--- src/rtl/sequenciador_pc.sv ---
// sequenciador_pc: program-counter sequencer for the single-cycle lab CPU.
// Owns the PC register, selects the next address (jump > jump-register >
// taken branch > halt/input hold > increment) and runs the RUN / WAIT_IN /
// HALTED stall machine.
// Optional feature macro: SEQ_PC_INSTR_COUNT_EN adds the o_instr_count output,
// a count of the edges at which the PC was loaded.
module sequenciador_pc #(
    parameter int                    DATA_WIDTH = 32,
    parameter logic [DATA_WIDTH-1:0] RESET_ADDR = '0
) (
    input  logic                  i_clock,
    input  logic                  i_reset,
    input  logic                  i_jump,
    input  logic                  i_jump_reg,
    input  logic                  i_branch,
    input  logic                  i_branch_cond,
    input  logic                  i_halt,
    input  logic                  i_input_req,
    input  logic                  i_input_ack,
    input  logic                  i_resume,
    input  logic [DATA_WIDTH-1:0] i_target,
    input  logic [DATA_WIDTH-1:0] i_reg_target,
    output logic [DATA_WIDTH-1:0] o_pc,
    output logic [DATA_WIDTH-1:0] o_pc_plus1,
    output logic [1:0]            o_state,
    output logic                  o_stall,
`ifdef SEQ_PC_INSTR_COUNT_EN
    output logic [31:0]           o_instr_count,
`endif
    output logic                  o_input_latch
);

    typedef enum logic [1:0] {
        ST_RUN     = 2'b00,
        ST_WAIT_IN = 2'b01,
        ST_HALTED  = 2'b10
    } state_t;

    state_t                  r_state;
    state_t                  w_state_next;
    logic [DATA_WIDTH-1:0]   r_pc;
    logic [DATA_WIDTH-1:0]   w_pc_next;
    logic [DATA_WIDTH-1:0]   w_pc_inc;
    logic                    r_ack_prev;
    logic                    w_ack_edge;
    logic                    w_pc_load;
    logic                    w_input_latch;

    // The confirm button must see a fresh rising edge; a level held over
    // from before WAIT_IN was entered does not count.
    assign w_ack_edge = i_input_ack & ~r_ack_prev;
    assign w_pc_inc   = r_pc + 1'b1;

    // State register, PC and button history; reset overrides everything.
    always_ff @(posedge i_clock) begin
        if (i_reset) begin
            r_state    <= ST_RUN;
            r_pc       <= RESET_ADDR;
            r_ack_prev <= 1'b0;
        end else begin
            r_state    <= w_state_next;
            r_pc       <= w_pc_next;
            r_ack_prev <= i_input_ack;
        end
    end

    // Next-state / next-PC selection with fixed strobe priority in RUN.
    always_comb begin
        w_state_next  = r_state;
        w_pc_next     = r_pc;
        w_pc_load     = 1'b0;
        w_input_latch = 1'b0;
        case (r_state)
            ST_RUN: begin
                w_pc_load = 1'b1;
                if (i_jump) begin
                    w_pc_next = i_target;
                end else if (i_jump_reg) begin
                    w_pc_next = i_reg_target;
                end else if (i_branch && i_branch_cond) begin
                    w_pc_next = i_target;
                end else if (i_halt) begin
                    w_pc_load    = 1'b0;
                    w_state_next = ST_HALTED;
                end else if (i_input_req) begin
                    w_pc_load    = 1'b0;
                    w_state_next = ST_WAIT_IN;
                end else begin
                    w_pc_next = w_pc_inc;
                end
            end
            ST_WAIT_IN: begin
                if (w_ack_edge) begin
                    // The switch value is written at the same edge the PC advances.
                    w_input_latch = ~i_reset;
                    w_pc_load     = 1'b1;
                    w_pc_next     = w_pc_inc;
                    w_state_next  = ST_RUN;
                end
            end
            ST_HALTED: begin
                if (i_resume) begin
                    w_pc_load    = 1'b1;
                    w_pc_next    = w_pc_inc;
                    w_state_next = ST_RUN;
                end
            end
            default: begin
                w_state_next = ST_RUN;
            end
        endcase
    end

`ifdef SEQ_PC_INSTR_COUNT_EN
    logic [31:0] r_instr_count;

    // Counts PC loads; frozen while stalled, wraps naturally at 2^32.
    always_ff @(posedge i_clock) begin
        if (i_reset) begin
            r_instr_count <= '0;
        end else if (w_pc_load) begin
            r_instr_count <= r_instr_count + 32'd1;
        end
    end

    assign o_instr_count = r_instr_count;
`endif

    assign o_pc          = r_pc;
    assign o_pc_plus1    = w_pc_inc;
    assign o_state       = r_state;
    assign o_stall       = (r_state != ST_RUN);
    assign o_input_latch = w_input_latch;

endmodule

--- config.mk ---
export PLATFORM = sky130hd
export DESIGN_NAME = sequenciador_pc
export DESIGN_NICKNAME = d
export VERILOG_FILES = /design/src/rtl/sequenciador_pc.sv
export SDC_FILE = /design/constraint.sdc
export NUM_CORES = 1
export LEC_CHECK = 0
export CORE_MARGIN = 5
export CORE_UTILIZATION = 30
export DETAILED_ROUTE_END_ITERATION = 8
export MAX_ROUTING_LAYER = met4
export PLACE_DENSITY = 0.64
export SYNTH_ARGS = -nofsm -noshare
export SYNTH_HDL_FRONTEND = slang
export SYNTH_SLANG_ARGS = --single-unit
--- constraint.sdc ---
create_clock -name i_clock -period 2.97 [get_ports i_clock]
set_clock_uncertainty 0.2 [all_clocks]
set_input_delay 0.594 -clock i_clock [delete_from_list [all_inputs] [get_ports i_clock]]
set_output_delay 0.594 -clock i_clock [all_outputs]
set_load 0.005 [all_outputs]
======== Word-level counts from Yosys, hierarchy flattened ========
Cells that the tools add are included.
operators by class
  reduce and logical (&&, ||, !) cells .... 6
  mux-type cells .......................... 18
  $add $sub $neg .......................... 1
  bitwise gates (word level) .............. 3
  equality and inequality tests ........... 10
operator list
  kind                     number
  $mux W32                 7
  $pmux W32 S3             1
  $add A32 B1 Y32 const B  1
  $mux W2                  7
  $ne A2 B2 Y1 const B     5
  $ne A5 B5 Y1 const B     2
  $pmux W2 S3              1
  $reduce_and A6 Y1        1
  $reduce_and A5 Y1        1
  $ne A3 B3 Y1 const B     1
  $reduce_bool A3 Y1       1
  $eq A2 B1 Y1 const B     1
  $eq A2 B2 Y1 const B     1
  $logic_not A2 Y1         1
  $mux W1                  2
  $not A1 Y1               2
  $reduce_bool A2 Y1       1
  $and A1 B1 Y1            1
  $logic_and A1 B1 Y1      1
word-level totals
  input bits .............................. 74
  bits in registers ....................... 35
  logic and storage cells ................. 41
  output and inout port bits .............. 68

======== Logic depth before layout (Yosys ltp) ========
  depth after elaboration ................. 7
  depth in mapped cells ................... 9
  gate-level depth less buffers ........... 7

======== Worst setup path after synthesis ========
Ideal clock, no wire load.
  path kind ............................... flip-flop to output port
  from .................................... reg r_pc[0] (netlist: o_pc[0])
  to ...................................... out o_pc_plus1[30]
  arrival ................................. 1.716 ns
  required time ........................... 2.176 ns
  setup slack ............................. 0.460 ns
  stages on the path, launching flop included .. 9
  cells stage by stage .................... dfxtp_1 > ha_1 > buf_1 > nand2_1 > nor4_1 > and2_1 > clkbuf_1 > nand2_1 > xnor2_1
on the way
  longest elaborated chain between the ends .. 1
ends and longest elaborated chain
  element                 line  text
  start, declared         41    logic [DATA_WIDTH-1:0] r_pc;
  start signal, assigned  62    r_pc <= w_pc_next;
  $add A32 B1 Y32         52    assign w_pc_inc = r_pc + 1'b1;
  end, declared           24    output logic [DATA_WIDTH-1:0] o_pc_plus1,
Every way passes these cells.

======== Worst setup path in the final report ========
  from .................................... reg r_pc[11] (netlist: o_pc[11])
  to ...................................... out o_pc_plus1[26]
The elaborated chain is that of the path after synthesis.

==> impl_summary.log <==
INFO  metric layoutNonFillerInstCount = 790
INFO  metric failed_checks = negative setup slack
INFO  metric cell_breakdown_of_the_critical_path = nand4_4 > buf_4 > nor4_4 > buf_4 > and4_4 > xnor2_2 > inv_1 > clkdlybuf4s50_1
INFO  metric yosysMostFrequentCell = sky130_fd_sc_hd__a21oi_1
INFO  metric critical_path.startpoint_type = flip-flop
INFO  metric clock_sinks = 35
INFO  metric drt_first_pass_iters = 5
INFO  metric power.switching_fraction = 40.8%
INFO  metric synth-edff-count = 0
INFO  metric insertedDiodeCount = 0
INFO  metric finalWorstSetupSlack = -76.9 ps
INFO  metric cp-endpoint = o_pc_plus1[26]
INFO  metric p_seq_share = between 20% and 30%
INFO  metric clk_pin_slew = 70 ps
INFO  metric timing.critical_path.slowest_stage_cell = sky130_fd_sc_hd__clkdlybuf4s50_1
INFO  metric rows = 38
INFO  metric yosysUniqueCellTypes = 62
INFO  metric post_route_cells_drive_above_1_share = 22.6%
INFO  metric tritoncts = built
INFO  metric finalSetupTns = -198 ps
INFO  metric buffer_ports.inserted = 141
INFO  metric grt_antenna_before_repair = 0
INFO  metric cts_made_buffers = 5
INFO  metric via_count = ~4300
INFO  metric worstSkewPairLatency = between 200 and 300 ps
INFO  metric synth_largest_area_cell = sky130_fd_sc_hd__dfxtp_1
INFO  metric core_area = 0.0108 mm2
INFO  metric power_frac_comb = 63.3%
INFO  metric r2r_end = o_pc[25]
INFO  metric vdd_drop_max = 263 uV
INFO  metric dieHeight = 115 um
INFO  metric critical_path.max_fanout = 5
INFO  metric detail-route-antenna-nets = 0
INFO  metric grt_remaining_overflow = 0
INFO  metric crit_path_frequent_cell = sky130_fd_sc_hd__buf_4
INFO  metric dp.cells = 761
INFO  metric post-layout-total-power = 2.95 mW
INFO  metric floorplan.initialDensity = between 30% and 40%
INFO  metric routed_wire_length_per_instance = 18.0 um
INFO  metric critical_path_s_largest_stage_delay = approximately 500 ps
INFO  metric syn_area_per_cell = 7.28 um2
INFO  metric postSynth.asyncResetShare = 0%
INFO  metric finalMaxSlewViolations = 0
INFO  metric route.detailed.vias_per_inst = between 5 and 6
INFO  metric timing_hold_violations_final = 0
INFO  metric cts-hold-fix-buffers = 0
INFO  metric worst_reg_to_reg_path_cell_count = 7
INFO  metric reg2reg_from = o_pc[11]
INFO  metric areaGrowthSynthToFinish = 71.8%
INFO  metric internal_power = approximately 1.7 mW
INFO  metric top_level_ports = 142
INFO  metric fmax = 0.328 GHz
INFO  metric period_minus_slack = 3050 ps
INFO  metric top_cells_by_instance_count_after_synthesis = sky130_fd_sc_hd__a21oi_1, sky130_fd_sc_hd__o21ai_0, sky130_fd_sc_hd__dfxtp_1, sky130_fd_sc_hd__nand2_1, sky130_fd_sc_hd__clkbuf_1
INFO  metric cts-root-to-sink-buffers = 2
INFO  metric min-delay-path-class = reg2reg
INFO  metric syn_inst = approximately 460
INFO  metric synth_nets = 533
INFO  metric num-nets-final = 727
INFO  metric rsz_0062_raised_after_global_routing = yes
INFO  metric yosysWarnings = 0
INFO  metric timing.max_slew.rel_slack = ~69%
INFO  metric power_dens_cells = about 520 mW/mm2
INFO  metric critical_path_buf_inv_count = 4
INFO  metric synth_seq_cells = 35
INFO  metric period_share = 103%
INFO  metric first_pass_grt_wire_length = 22200 um
INFO  metric criticalPathCategory = reg2out
INFO  metric fraction_of_the_yosys_area_taken_by_sequential_cells = 21.2%
INFO  metric floorplan.die.width = 115 um
INFO  metric pin_count_of_the_biggest_net_entering_global_routing = 28
INFO  metric r2r_setup_slack = 540 ps
INFO  metric fp.dieArea = 0.0132 mm2
INFO  metric place_congestion = 0.858
INFO  metric ys.flop_type = sky130_fd_sc_hd__dfxtp_1
INFO  metric timing.critical_path.required = 2180 ps
INFO  metric syn-cell-area = between 0.003 and 0.004 mm2
INFO  metric final_design_utilization = 52.5%
INFO  metric cp-startpoint = o_pc[11]
INFO  metric crit_family = buffers and inverters
INFO  metric drc_errors = 0
INFO  metric power.switching = 1.20 mW
INFO  metric outcome = finished, violations left
INFO  metric buffer_cell_driving_the_clock_tree_root = sky130_fd_sc_hd__clkbuf_8
INFO  metric cp.arrival = 2250 ps
INFO  metric path_depth = 8
INFO  metric cellLeakagePower = around 2.4 nW
INFO  metric number_of_drc_violations_after_detailed_routing_iteration_0 = 216
INFO  metric clkPwrFrac = roughly 12%
INFO  metric timing_worst_slew_pin_value = 451 ps
INFO  metric synth_top_cell_area_share = 21.2%
INFO  metric vias_in_the_first_global_route = 4298
INFO  metric half_perimeter_wire_length_after_placement = 10700 um
INFO  metric totalWireLength = between 10000 and 15000 um
INFO  metric finalSetupViolCount = 5
INFO  metric post_synth_main_area_contributors = sky130_fd_sc_hd__dfxtp_1, sky130_fd_sc_hd__a21oi_1, sky130_fd_sc_hd__o21ai_0
INFO  metric drv.max_cap_violation_count = 0
INFO  metric timing.critical_path.to_type = primary output
INFO  metric cts_max_level = 2
INFO  metric grt_util_all_layers = 21.3%
[worst min path at each step]
stage | from | end | cells after the start
after global placement | o_pc[29] | o_pc[29] | 2
after detailed placement | o_pc[29] | o_pc[29] | 2
after CTS | o_pc[30] | o_pc[30] | 2
after global routing | o_pc[30] | o_pc[30] | 2
after floorplan | o_pc[22] | o_pc[22] | 2
final | o_pc[30] | o_pc[30] | 2
[logic make-up (layout without fill, tap and decap cells)]
logic type      Yosys count  in the layout  share of synthesized area, %
mux                       3              3                         0.907
buf+inv                  51            246                          6.42
flops                    35             35                          21.2
compound gates          172            172                          33.1
simple gates            161            161                          29.2
fa+ha+maj                 4              4                          1.51
xor+xnor                 29             29                          7.67
[metal layers]
metal | wire [um] | part of all wire (%) | GRT usage, % | vias to the layer above
met2 | 6800 | 48 | 35.4 | 159
met3 | 848 | 6.0 | 3.37 | 15
li1 | - | - | - | 2078
met4 | 209 | 1.5 | 4.46 | 0
met5 | 0 | 0 | - | -
met1 | 6370 | 45 | 27.4 | 2069
[worst min-delay path, delay by kind of cell, from the launching register on]
family,cells,cell delay (ps)
AO/OA/AOI/OAI,2,160
flip-flops,1,360
[stage by stage]
stage | hold slack, ps | area [um2] | setup WS [ps]
2_1_floorplan | 319 | 3310 | 460
3_3_place_gp | 333 | 5240 | 40.3
3_5_place_dp | 360 | 5240 | -12.2
4_1_cts | 370 | 5520 | -98.4
5_1_grt | 418 | 5690 | -201
6_report | 366 | 5690 | -76.9
[cell type report]
class                           count  area, um2
Fill cell                        1071       5150
Inverter                           12       45.0
Clock inverter                      1       5.00
Sequential cell                    35        723
Tap cell                          140        175
Clock buffer                        7       76.3
Timing Repair Buffer              226       2080
Multi-Input combinational cell    369       2580
[cell usage in the layout (no fill, tap or decap), types with 6 or more instances in the layout]
master                              n
sky130_fd_sc_hd__clkdlybuf4s50_1  123
sky130_fd_sc_hd__buf_4             78
sky130_fd_sc_hd__a21oi_1           55
sky130_fd_sc_hd__o21ai_0           42
sky130_fd_sc_hd__nand2_1           33
sky130_fd_sc_hd__dfxtp_1           23
sky130_fd_sc_hd__nor2_1            22
sky130_fd_sc_hd__nand2b_1          17
sky130_fd_sc_hd__xnor2_1           15
sky130_fd_sc_hd__xor2_1            11
sky130_fd_sc_hd__inv_1             11
sky130_fd_sc_hd__a22o_1            11
sky130_fd_sc_hd__a31oi_1           10
sky130_fd_sc_hd__and3_1             9
sky130_fd_sc_hd__nand3_1            9
sky130_fd_sc_hd__a22oi_1            9
sky130_fd_sc_hd__dfxtp_2            9
sky130_fd_sc_hd__a211oi_1           8
sky130_fd_sc_hd__nand4_1            7
sky130_fd_sc_hd__dlygate4sd2_1      7
sky130_fd_sc_hd__nor4_4             6
sky130_fd_sc_hd__nor3_1             6
sky130_fd_sc_hd__dlymetal6s2s_1     6
sky130_fd_sc_hd__buf_6              6
[power groups by stage]
| stage | sequential, mW | clock, mW | combinational [mW] |
|---|---|---|---|
| 2_1_floorplan | 0.758 | 0 | 0.787 |
| 3_3_place_gp | 0.717 | 0 | 1.82 |
| 3_5_place_dp | 0.720 | 0 | 1.84 |
| 4_1_cts | 0.726 | 0.353 | 1.83 |
| 5_1_grt | 0.758 | 0.375 | 2.02 |
| 6_report | 0.741 | 0.343 | 1.87 |
[sequential cells by signal, summed over array words and instances (netlist names)]
| signal | cells |
|---|---|
| o_pc | 32 |
| o_state | 2 |
| r_ack_prev | 1 |
[what timing repair did]
item | 4_1_cts | 5_1_grt
setup endpoints to repair | 20 | 14
buffers inserted | 9 | 12
gates resized for setup | 57 | 28
pin swaps | 6 | 12
Note: power is estimated with default switching activity, not from simulation.
